==> config.mk <==
export PLATFORM = sky130hd
export DESIGN_NAME = shaper_event_sequencer_flat
export DESIGN_NICKNAME = d
export VERILOG_FILES = /design/src/rtl/shaper_event_sequencer_if.sv /design/src/rtl/shaper_event_sequencer.sv /design/src/flat_wrapper.sv
export SDC_FILE = /design/constraint.sdc
export NUM_CORES = 1
export LEC_CHECK = 0
export BUFFER_PORTS_ARGS = -buffer_cell sky130_fd_sc_hd__buf_2
export CAP_MARGIN = 15
export CORE_AREA = 2 2 135 137
export DETAILED_ROUTE_END_ITERATION = 16
export DIE_AREA = 0 0 137 139
export GPL_ROUTABILITY_DRIVEN = 0
export GPL_TIMING_DRIVEN = 0
export PLACE_DENSITY = 0.85
export SETUP_SLACK_MARGIN = 0.2
export SYNTH_ARGS = -nofsm -noshare
export SYNTH_HDL_FRONTEND = slang
export SYNTH_SLANG_ARGS = --single-unit
==> constraint.sdc <==
create_clock -name clk -period 12.4 [get_ports clk]
set_input_delay 1.86 -clock clk [delete_from_list [all_inputs] [get_ports clk]]
set_output_delay 1.86 -clock clk [all_outputs]
set_load 0.01 [all_outputs]
==> src/rtl/shaper_event_sequencer_if.sv <==
// Event record channel from the shaper event sequencer to its consumer.
// Latency: none; this is a plain bundle of wires.
// Backpressure: consumer holds ev_ready low to keep the record parked in the producer.
interface shaper_event_sequencer_if #(
    parameter int DW   = 16,
    parameter int TS_W = 32
);
    logic                 ev_valid;
    logic                 ev_ready;
    logic signed [DW-1:0] ev_energy;
    logic [TS_W-1:0]      ev_time;
    logic                 ev_pileup;

    modport master (
        output ev_valid,
        output ev_energy,
        output ev_time,
        output ev_pileup,
        input  ev_ready
    );

    modport slave (
        input  ev_valid,
        input  ev_energy,
        input  ev_time,
        input  ev_pileup,
        output ev_ready
    );
endinterface

==> src/rtl/shaper_event_sequencer.sv <==
// Triggers on a rising threshold crossing of the shaped stream, times rise and flat-top, samples mid flat-top energy, flags pile-up.
// Latency: record becomes valid K+L cycles after the trigger edge; next trigger no earlier than K+L+HOLDOFF+1 edges after it.
// Backpressure: one-entry output register; a record arriving while it is full and not consumed is dropped and counted.
// Option: define SHAPER_PILEUP_REJECT_EN to discard pile-up records (counted in pu_cnt) instead of flagging them.
module shaper_event_sequencer #(
    parameter int DW      = 16,
    parameter int K       = 100,
    parameter int L       = 200,
    parameter int HOLDOFF = 16,
    parameter int TS_W    = 32
) (
    input  logic                     clk,
    input  logic                     rst,
    input  logic                     enable,
    input  logic signed [DW-1:0]     shp_in,
    input  logic signed [DW-1:0]     thr,
    input  logic        [DW-1:0]     pu_tol,
    shaper_event_sequencer_if.master ev,
    output logic                     busy,
    output logic        [15:0]       drop_cnt,
    output logic        [15:0]       pu_cnt
);
    // One counter times rise, flat-top and holdoff; c is the pre-edge value, so edge E_n sees c = n-1.
    localparam int CW = $clog2(K + L + HOLDOFF + 2);
    localparam logic [CW-1:0] C_RISE_LAST  = CW'(K - 1);
    localparam logic [CW-1:0] C_FLAT_FIRST = CW'(K);
    localparam logic [CW-1:0] C_MID        = CW'(K + L / 2 - 1);
    localparam logic [CW-1:0] C_FLAT_LAST  = CW'(K + L - 1);
    localparam logic [CW-1:0] C_DEAD_LAST  = CW'(K + L + HOLDOFF - 1);

    localparam logic [2:0] S_IDLE = 3'd0;
    localparam logic [2:0] S_ARM  = 3'd1;
    localparam logic [2:0] S_RISE = 3'd2;
    localparam logic [2:0] S_FLAT = 3'd3;
    localparam logic [2:0] S_DEAD = 3'd4;

    logic [2:0]           state;
    logic [CW-1:0]        c;
    logic [TS_W-1:0]      ts;
    logic [TS_W-1:0]      ts_lat;
    logic                 below_q;
    logic signed [DW-1:0] mn_q;
    logic signed [DW-1:0] mx_q;
    logic signed [DW-1:0] mn_nxt;
    logic signed [DW-1:0] mx_nxt;
    logic signed [DW-1:0] energy_lat;
    logic [DW:0]          spread;
    logic                 pileup_nxt;
    logic                 commit;
    logic                 keep;
    logic                 accept;

    logic                 valid_q;
    logic signed [DW-1:0] energy_q;
    logic [TS_W-1:0]      time_q;
    logic [15:0]          drop_q;

    // Free-running timestamp, wraps silently.
    always_ff @(posedge clk) begin
        if (rst) ts <= '0;
        else     ts <= ts + TS_W'(1);
    end

    // Remember whether the previous sample was below threshold, in every state.
    always_ff @(posedge clk) begin
        if (rst) below_q <= 1'b0;
        else     below_q <= (shp_in < thr);
    end

    // Running flat-top extremes including the current sample, so the commit edge sample is counted.
    always_comb begin
        mn_nxt = mn_q;
        mx_nxt = mx_q;
        if (c == C_FLAT_FIRST) begin
            mn_nxt = shp_in;
            mx_nxt = shp_in;
        end else begin
            if (shp_in < mn_q) mn_nxt = shp_in;
            if (shp_in > mx_q) mx_nxt = shp_in;
        end
        spread     = {mx_nxt[DW-1], mx_nxt} - {mn_nxt[DW-1], mn_nxt};
        pileup_nxt = (spread > {1'b0, pu_tol});
    end

    assign commit = enable && (state == S_FLAT) && (c == C_FLAT_LAST);
    assign accept = ~valid_q | ev.ev_ready;
`ifdef SHAPER_PILEUP_REJECT_EN
    assign keep   = ~pileup_nxt;
`else
    assign keep   = 1'b1;
`endif

    // Event FSM: arm, trigger on crossing, time rise and flat-top, then hold off before re-arming.
    always_ff @(posedge clk) begin
        if (rst) begin
            state      <= S_IDLE;
            c          <= '0;
            ts_lat     <= '0;
            mn_q       <= '0;
            mx_q       <= '0;
            energy_lat <= '0;
        end else if (!enable) begin
            state <= S_IDLE;
        end else begin
            case (state)
                S_IDLE: state <= S_ARM;
                S_ARM: begin
                    if (shp_in >= thr && below_q) begin
                        state  <= S_RISE;
                        c      <= '0;
                        ts_lat <= ts;
                    end
                end
                S_RISE: begin
                    c <= c + CW'(1);
                    if (c == C_RISE_LAST) state <= S_FLAT;
                end
                S_FLAT: begin
                    c    <= c + CW'(1);
                    mn_q <= mn_nxt;
                    mx_q <= mx_nxt;
                    if (c == C_MID)       energy_lat <= shp_in;
                    if (c == C_FLAT_LAST) state <= S_DEAD;
                end
                S_DEAD: begin
                    c <= c + CW'(1);
                    if (c >= C_DEAD_LAST) state <= S_ARM;
                end
                default: state <= S_IDLE;
            endcase
        end
    end

    // Output register: consume on ready, load on commit when free, otherwise count the drop.
    always_ff @(posedge clk) begin
        if (rst) begin
            valid_q  <= 1'b0;
            energy_q <= '0;
            time_q   <= '0;
            drop_q   <= '0;
        end else begin
            if (valid_q && ev.ev_ready) valid_q <= 1'b0;
            if (commit && keep) begin
                if (accept) begin
                    valid_q  <= 1'b1;
                    energy_q <= energy_lat;
                    time_q   <= ts_lat;
                end else if (drop_q != 16'hFFFF) begin
                    drop_q <= drop_q + 16'd1;
                end
            end
        end
    end

`ifdef SHAPER_PILEUP_REJECT_EN
    logic [15:0] pu_q;

    // Count records discarded for pile-up, saturating.
    always_ff @(posedge clk) begin
        if (rst)                                    pu_q <= '0;
        else if (commit && pileup_nxt && pu_q != 16'hFFFF) pu_q <= pu_q + 16'd1;
    end

    assign pu_cnt       = pu_q;
    assign ev.ev_pileup = 1'b0;
`else
    logic pile_q;

    // Pile-up flag travels with the record and is held alongside it.
    always_ff @(posedge clk) begin
        if (rst)                         pile_q <= 1'b0;
        else if (commit && keep && accept) pile_q <= pileup_nxt;
    end

    assign pu_cnt       = 16'd0;
    assign ev.ev_pileup = pile_q;
`endif

    assign ev.ev_valid  = valid_q;
    assign ev.ev_energy = energy_q;
    assign ev.ev_time   = time_q;
    assign drop_cnt     = drop_q;
    assign busy         = (state == S_RISE) || (state == S_FLAT) || (state == S_DEAD);
endmodule

==> src/flat_wrapper.sv <==
// flat-port wrapper written by rule: the top's interface ports become plain ports
module shaper_event_sequencer_flat 
#(
    parameter int DW      = 16,
    parameter int K       = 100,
    parameter int L       = 200,
    parameter int HOLDOFF = 16,
    parameter int TS_W    = 32
)
  (clk, rst, enable, shp_in, thr, pu_tol, busy, drop_cnt, pu_cnt, ev_ev_valid, ev_ev_energy, ev_ev_time, ev_ev_pileup, ev_ev_ready);
  shaper_event_sequencer_if #(.DW(DW), .TS_W(TS_W)) ev_i ();
  input  logic clk;
  input  logic rst;
  input  logic enable;
  input  logic signed [DW-1:0] shp_in;
  input  logic signed [DW-1:0] thr;
  input  logic        [DW-1:0] pu_tol;
  output logic busy;
  output logic        [15:0] drop_cnt;
  output logic        [15:0] pu_cnt;
  output wire logic [$bits(ev_i.ev_valid)-1:0] ev_ev_valid;
  output wire logic [$bits(ev_i.ev_energy)-1:0] ev_ev_energy;
  output wire logic [$bits(ev_i.ev_time)-1:0] ev_ev_time;
  output wire logic [$bits(ev_i.ev_pileup)-1:0] ev_ev_pileup;
  input wire logic [$bits(ev_i.ev_ready)-1:0] ev_ev_ready;
  assign ev_ev_valid = ev_i.ev_valid;
  assign ev_ev_energy = ev_i.ev_energy;
  assign ev_ev_time = ev_i.ev_time;
  assign ev_ev_pileup = ev_i.ev_pileup;
  assign ev_i.ev_ready = ev_ev_ready;
  shaper_event_sequencer #(.DW(DW), .K(K), .L(L), .HOLDOFF(HOLDOFF), .TS_W(TS_W)) u_core (.clk(clk), .rst(rst), .enable(enable), .shp_in(shp_in), .thr(thr), .pu_tol(pu_tol), .ev(ev_i), .busy(busy), .drop_cnt(drop_cnt), .pu_cnt(pu_cnt));
endmodule
==> key figures, run 1 <==
Synth
  • Multiplexer share of the synthesized area: 0.0327
  • Synthesized netlist cell count: between 1000 and 1500
  • Top-count cell post-synth: dfxtp_1
  • Area leader, netlist: dfxtp_1
  • Synth cell types: 77
  • Post-synthesis compound-gate area fraction: 0.195
  • YS warnings: 0
  • Area contributors post-synth: dfxtp_1 35%, ha_1 9.4%, nand2_1 6.0%
  • Adder-cell area share of the yosys netlist: 0.0963
  • Main combinational cell family by area after synthesis: simple AND/OR/NAND/NOR gates
  • Synth top area share: 0.348
  • Post-synth EDFFs: 0
  • Post-synthesis simple-gate area fraction: 0.209
  • Top_reg_cell synth: dfxtp_1
  • Commonest cells in the netlist: 191 x dfxtp_1, 175 x nand2_1, 123 x a21oi_1
  • Synth Cell Area: 11000 um2
  • Mean Syn Cell Area: 8.24 um2
  • Register bit total from synthesis: 191
  • FFs w/ async S/R, synth: 0
  • Synth Area in XOR/XNOR: 0.0462
  • Seq/Total Area, Yosys: 0.348

Power
  • Combinational group share of total power: 0.155
  • Sw Ratio: 0.295
  • Sequential share of power: 0.444
  • Internal power: 0.000979 W
  • Peak supply drop: 100 uV
  • Leakage: 5.19 nW
  • Post-layout power: 0.00139 W
  • Pwr per Cell Area: about 110 nW/um2
  • Clk pwr share: 0.401
  • Net Switching: 0.000410 W

Place
  • IO Port Bufs: 117
  • DP HPWL: 22100 um

Global route
  • First-pass GRT wire length: 48100 um
  • Grt total ovfl: 0
  • Largest net degree at the start of global routing: 21
  • Initial antenna violation count: 0
  • Vias in the first global route: 9896
  • All-Layer GR Usage: 0.317

Critical path
  • Worst setup EP type: flip-flop
  • Worst path slowest cell: nor3b_1
  • CP peak stage delay: 0.43 ns
  • CP required: 12.69 ns
  • Cell family with the largest share of critical-path delay: compound AO/OA/AOI/OAI gates
  • Arrival time worst endpoint: 7.35 ns
  • CP Launch Type: input port
  • CP Cell Sequence: buf_2, ha_1, nor2b_1, o21a_1, o21a_1, o21ai_0, nand3_1, a21oi_4, buf_6, mux2_1, ha_1, nor2b_1, o21ai_0, a21oi_1, o211a_1, nor3b_1, o31ai_1, xnor2_1, ha_1, nand3_1, nor4_1, a41oi_1, a221oi_1, a211oi_1
  • Crit-path max FO: 10
  • Most used cell, CP: ha_1
  • Reg2Reg Setup Slack: about 6.5 ns
  • Worst path bufs/invs: 2
  • CP Class: input port to flip-flop

Clocking
  • Total CTS buffers: 17
  • CTS H-tree depth: 4
  • CTS tree: built
  • Hold-fix buffers at CTS: 0
  • Post-CTS sizing: 0
  • Clock Sinks: 191
  • Worst-Skew Late Latency: 0.44 ns
  • CTS clk-pin slew, worst paths: roughly 0.080 ns
  • CTS Buffer Depth: 2
  • Clock root cell: clkbuf_16
  • # Post-CTS Setup Buffers: 0

Floorplan
  • Site Rows: 49
  • Die Wd: about 140 um
  • Die height: between 100 and 150 um
  • Die footprint: between 15000 and 20000 um2
  • # IOs: 135
  • Starting density of the core: 0.623
  • Core footprint: 17700 um2

Cells and area
  • Diode count: 0
  • Layout cells sized above 1: 0.162
  • P&R area growth vs syn: 13.9%
  • FF+latch area: 3820 um2
  • Fill cells: ~1400
  • Layout Nets: 1621
  • Core Util, Final: 0.709
  • Area of the multi-input gates: between 6000 and 7000 um2

Timing
  • Setup Skew: 0.00996 ns
  • Fin crit share: 0.569
  • Final Setup Violations: 0
  • Setup TNS: 0 ns
  • Slew Limit Fails: 0
  • Max Clk Rate: 0.142 GHz
  • Hold WS: 0.453 ns
  • Hold Vio Cnt, Final: 0
  • Tmin final: 7.06 ns
  • RSZ-0062 raised after global routing: false
  • Relative slew margins: 0.472
  • Slew at the pin closest to its max-slew limit: 0.792 ns

Drt
  • WL per Instance: 17.7 um
  • DRT Wirelength: 30500 um
  • Vias: 10500
  • Vias/cell: 6.08
  • DRC viols: 0
  • Antenna Nets Post-Route: 0
  • Drt first-iter violations: 1037
  • DR pass1 iterations: 6

Status
  • Status: complete, no violations

Job
  • Max_cap viols: 0

Worst hold path
  • Worst hold path type: flip-flop to flip-flop
-- per-layer routing --
| metal | global-route usage | vias up | share of wire |
|---|---|---|---|
| li1 | - | 4989 | - |
| met1 | 0.399 | 4918 | 0.41 |
| met2 | 0.516 | 470 | 0.46 |
| met3 | 0.0588 | 121 | 0.076 |
| met4 | 0.159 | 0 | 0.047 |
| met5 | 0 | - | 0 |
-- final timing paths --
path | startpoint | end | cells past startpoint
hold reg to reg | u_core.energy_lat[10]$_SDFFE_PP0P_ | u_core.energy_lat[10]$_SDFFE_PP0P_ | 2
setup reg to reg | u_core.mx_q[14]$_SDFFE_PP0P_ | u_core.ev.ev_pileup$_SDFFE_PP0P_ | 23
setup / recovery | shp_in[1] | u_core.ev.ev_pileup$_SDFFE_PP0P_ | 24
hold / removal | u_core.energy_lat[10]$_SDFFE_PP0P_ | u_core.energy_lat[10]$_SDFFE_PP0P_ | 2
-- layout make-up --
class | count | share of cell area
Buffer | 96 | 0.0408
Clock buffer | 18 | 0.0351
Clock inverter | 14 | 0.0129
Inverter | 79 | 0.0237
Multi-Input combinational cell | 983 | 0.513
Sequential cell | 191 | 0.305
Tap cell | 229 | 0.0229
Timing Repair Buffer | 117 | 0.0467
-- layout by cell type (no fill, tap or decap), drive strengths merged, types with 16 or more instances in the layout --
| cell type | count |
|---|---|
| nand2 | 176 |
| nor2 | 96 |
| o21ai | 53 |
| ha | 83 |
| xnor2 | 23 |
| mux2i | 19 |
| inv | 87 |
| buf | 167 |
| a41o | 16 |
| a21o | 21 |
| nand3 | 96 |
| nand4 | 27 |
| a2111o | 16 |
| clkbuf | 64 |
| a21oi | 139 |
| xor2 | 35 |
| dfxtp | 191 |
| conb | 16 |
-- power groups by stage --
| stage | sequential [W] | combinational [W] | clock, W |
|---|---|---|---|
| 6_report | 0.000617 | 0.000215 | 0.000557 |
| 5_1_grt | 0.000618 | 0.000237 | 0.000583 |
| 4_1_cts | 0.000617 | 0.000211 | 0.000559 |
| 3_5_place_dp | 0.000632 | 0.000209 | 0 |
| 3_3_place_gp | 0.000632 | 0.000203 | 0 |
| 2_1_floorplan | 0.000631 | 0.000150 | 0 |
-- registers in the layout (all words and copies together) (netlist names) --
register             flops
u_core.ev.ev_energy     16
u_core.energy_lat       16
u_core.ts_lat           32
u_core.drop_cnt         16
u_core.mx_q             16
u_core.state             3
u_core.ev.ev_time       32
u_core.mn_q             16
u_core.ev.ev_pileup      1
u_core.ev.ev_valid       1
u_core.c                 9
u_core.below_q           1
u_core.ts               32
-- cells by family (layout without fill, tap and decap cells) --
kind of cell             count (synthesis)  in the layout
buffers and inverters                  175            324
adder cells (fa/ha/maj)                 84             84
AND/OR/NAND/NOR                        479            479
XOR/XNOR                                58             58
multiplexers                            34             34
flip-flops                             191            191
AO/OA/AOI/OAI                          312            312
other                                    1             16
-- worst register-to-register path, cell delays in order (launching register included) --
cell and delay (ns):
dfxtp_1 0.41, inv_1 0.07, ha_1 0.29, nand3_1 0.13
or4_1 0.56, nor2_1 0.17, nor2_1 0.09, a21oi_4 0.29
buf_6 0.21, mux2_1 0.41, ha_1 0.29, nor2b_1 0.12
o21ai_0 0.22, a21oi_1 0.16, o211a_1 0.27, nor3b_1 0.43
o31ai_1 0.16, xnor2_1 0.15, ha_1 0.32, nand3_1 0.08
nor4_1 0.27, a41oi_1 0.23, a221oi_1 0.28, a211oi_1 0.11
-- stage by stage --
step                instance area (um2)  instances  setup WS, ns
global placement                  11900       1695          5.17
floorplan                         11100       1349          5.98
global route                      12500       1727          4.96
finish                            12500       1727          5.34
CTS                               12500       1727          5.46
detailed placement                11900       1695          5.03
Power figures use the tool's default switching activity.
==> inputs of run 2 (changes only) <==
- CORE_AREA: 2 2 135 137 -> 2 2 148 150
- DIE_AREA: 0 0 137 139 -> 0 0 150 152
- PLACE_DENSITY: 0.85 -> 0.75
- clock period: 12.4 -> 5.8 ns (I/O delays scaled with it)
==> key figures, run 2 (synthesized netlist as in run 1, its figures left out) <==
Critical path
  • Crit path from: shp_in[11]
  • Arrival time worst endpoint: between 5 and 6 ns
  • R2r startpoint: u_core.mn_q[1]$_SDFFE_PP0P_
  • CP Launch Type: input port
  • Reg2reg end: u_core.ev.ev_pileup$_SDFFE_PP0P_
  • Cell count of the worst reg-to-reg path: 25
  • Reg2Reg Setup Slack: around 0.60 ns
  • CP required: 6.11 ns
  • Crit-path max FO: 10
  • Worst setup EP type: flip-flop
  • CP Class: input port to flip-flop

Floorplan
  • Core footprint: 21400 um2
  • Starting density of the core: 0.515
  • Die Wd: around 150 um
  • Die footprint: 22800 um2
  • Site Rows: 54
  • # IOs: 135
  • Die height: 152 um

Timing
  • Fin crit share: 0.927
  • Final WS setup: roughly 0.42 ns
  • Slew at the pin closest to its max-slew limit: 0.831 ns
  • Final Setup Violations: 0
  • Slew Limit Fails: 0
  • RSZ-0062 raised after global routing: false
  • Hold WS: between 0.4 and 0.5 ns
  • Relative slew margins: 0.446
  • Hold Vio Cnt, Final: 0
  • Tmin final: about 5.4 ns
  • Setup TNS: 0 ns
  • Max Clk Rate: approximately 0.19 GHz
  • Setup Skew: 0.0122 ns

Global route
  • Met2 Use GR: 0.428
  • Initial antenna violation count: 1
  • Vias in the first global route: 9596
  • Largest net degree at the start of global routing: 21
  • First-pass GRT wire length: 48500 um
  • All-Layer GR Usage: 0.265
  • GR peak layer: met2
  • GR Util met3: 0.0477
  • Met1 Resource Use GR: 0.347
  • Grt total ovfl: 0

Clocking
  • Worst-Skew Late Latency: 0.45 ns
  • CTS Buffer Depth: 2
  • Clock Sinks: around 190
  • Total CTS buffers: 17
  • CTS tree: built
  • Clock root cell: clkbuf_16
  • CTS H-tree depth: 4
  • CTS clk-pin slew, worst paths: 0.08 ns

Drt
  • WL per Instance: 17.1 um
  • DRT Wirelength: between 30000 and 40000 um
  • Drt first-iter violations: 828
  • Vias: 10300
  • DR pass1 iterations: 6
  • Vias/cell: 5.75
  • DRC viols: 0
  • Antenna Nets Post-Route: 0

Place
  • Placed Cells: about 1700
  • DP Worst Slack: -0.507 ns
  • IO Port Bufs: between 100 and 150
  • Placed cell area: approximately 12000 um2
  • DP HPWL: around 22000 um

Status
  • Status: complete, no violations

Cells and area
  • Leading cell type in the layout, fill and taps excluded: dfxtp_1
  • FF+latch area: around 3800 um2
  • Layout cells sized above 1: 0.182
  • Area of the multi-input gates: 6550 um2
  • Fill cells: approximately 1900
  • Layout Nets: 1633
  • Commonest cells after routing, fill and taps aside: 191 x dfxtp_1, 175 x nand2_1, 136 x buf_2, 120 x a21oi_1, 96 x nor2_1
  • P&R area growth vs syn: 16.6%
  • Layout Cells excl Fill: 1791
  • Final instance area: 12800 um2

Worst hold path
  • WHS Path Cells: 2
  • Hold_sp: u_core.energy_lat[12]$_SDFFE_PP0P_
  • End of the worst hold path: u_core.ev.ev_energy[12]$_SDFFE_PP0P_
  • Worst hold path type: flip-flop to flip-flop

Power
  • Sw Ratio: 0.299
  • Pwr per Cell Area: 233 nW/um2
  • Leakage: 5.26 nW
  • Net Switching: 0.000892 W
  • Sequential share of power: 0.442
  • Internal power: 0.00210 W
  • Clk pwr share: 0.393
  • Combinational group share of total power: 0.165
  • Peak supply drop: 179 uV

Job
  • Max_cap viols: 0
run 2: cell types whose count changed in the layout (fill, tap and decap cells not counted), sizes merged:
| cell | previous run | this run |
|---|---|---|
| clkinvlp | 0 | 2 |
| inv | 87 | 83 |
| buf | 167 | 177 |
| clkbuf | 64 | 65 |
| diode | 0 | 1 |
| clkinv | 6 | 9 |
run 2: timing repair:
action | 4_1_cts | 5_1_grt
gates resized for setup | 3 | 26
pin swaps | 2 | 8
hold buffers | 0 | 0
endpoints found under the setup margin | 1 | 1
cloned | 0 | 0
setup buffers | 3 | 9
run 2: power groups by stage:
stage	logic, W	clock network (W)	registers, W
2_1_floorplan	0.000322	0	0.00135
3_3_place_gp	0.000437	0	0.00135
3_5_place_dp	0.000449	0	0.00135
4_1_cts	0.000456	0.00119	0.00132
5_1_grt	0.000547	0.00124	0.00132
6_report	0.000492	0.00118	0.00132
run 2: layout make-up:
cell class                 instances  area share
multi-input combinational        983       0.511
sequential                       191       0.298
timing repair buffer             129      0.0531
buffer                            96      0.0405
clock buffer                      17      0.0332
tap                              280      0.0273
inverter                          79      0.0231
clock inverter                    15      0.0137
antenna                            1    0.000195
run 2: routing by layer:
layer,share of wire,wire [um],up-vias
met5,0,0,-
met2,0.46,14100,390
met4,0.030,916,0
met3,0.066,2030,71
met1,0.44,13500,4809
li1,-,-,5020
run 2: worst max-delay path by stage:
stage	slack, ns	end	cells after the start
global route	0.14	u_core.ev.ev_pileup$_SDFFE_PP0P_	26
finish	0.42	u_core.ev.ev_pileup$_SDFFE_PP0P_	26
CTS	0.21	u_core.ev.ev_pileup$_SDFFE_PP0P_	25
floorplan	0.37	u_core.ev.ev_pileup$_SDFFE_PP0P_	25
global placement	-0.39	u_core.ev.ev_pileup$_SDFFE_PP0P_	25
detailed placement	-0.51	u_core.ev.ev_pileup$_SDFFE_PP0P_	25
run 2: critical path, stage by stage:
cell and delay, ns:
buf_2 0.24, ha_4 0.25, a21oi_1 0.15, o22ai_1 0.09, o21ai_1 0.12, nand2b_1 0.11, a2111oi_4 0.41, a21o_1 0.19
buf_6 0.14, buf_12 0.15, mux2i_2 0.21, ha_2 0.20, inv_1 0.05, fa_2 0.36, a21oi_2 0.16, o21a_1 0.15
o21ai_1 0.12, a31o_2 0.26, a21oi_2 0.14, xnor2_1 0.08, ha_1 0.30, nand4_1 0.13, nor4_2 0.30, a41oi_2 0.17
a221oi_2 0.24, a211oi_1 0.09
run 2: through the flow:
| step | total power, W | utilization |
|---|---|---|
| floorplan | 0.00167 | - |
| global placement | 0.00179 | 0.562 |
| detailed placement | 0.00180 | 0.562 |
| CTS | 0.00296 | 0.591 |
| global route | 0.00311 | 0.601 |
| finish | 0.00299 | 0.601 |
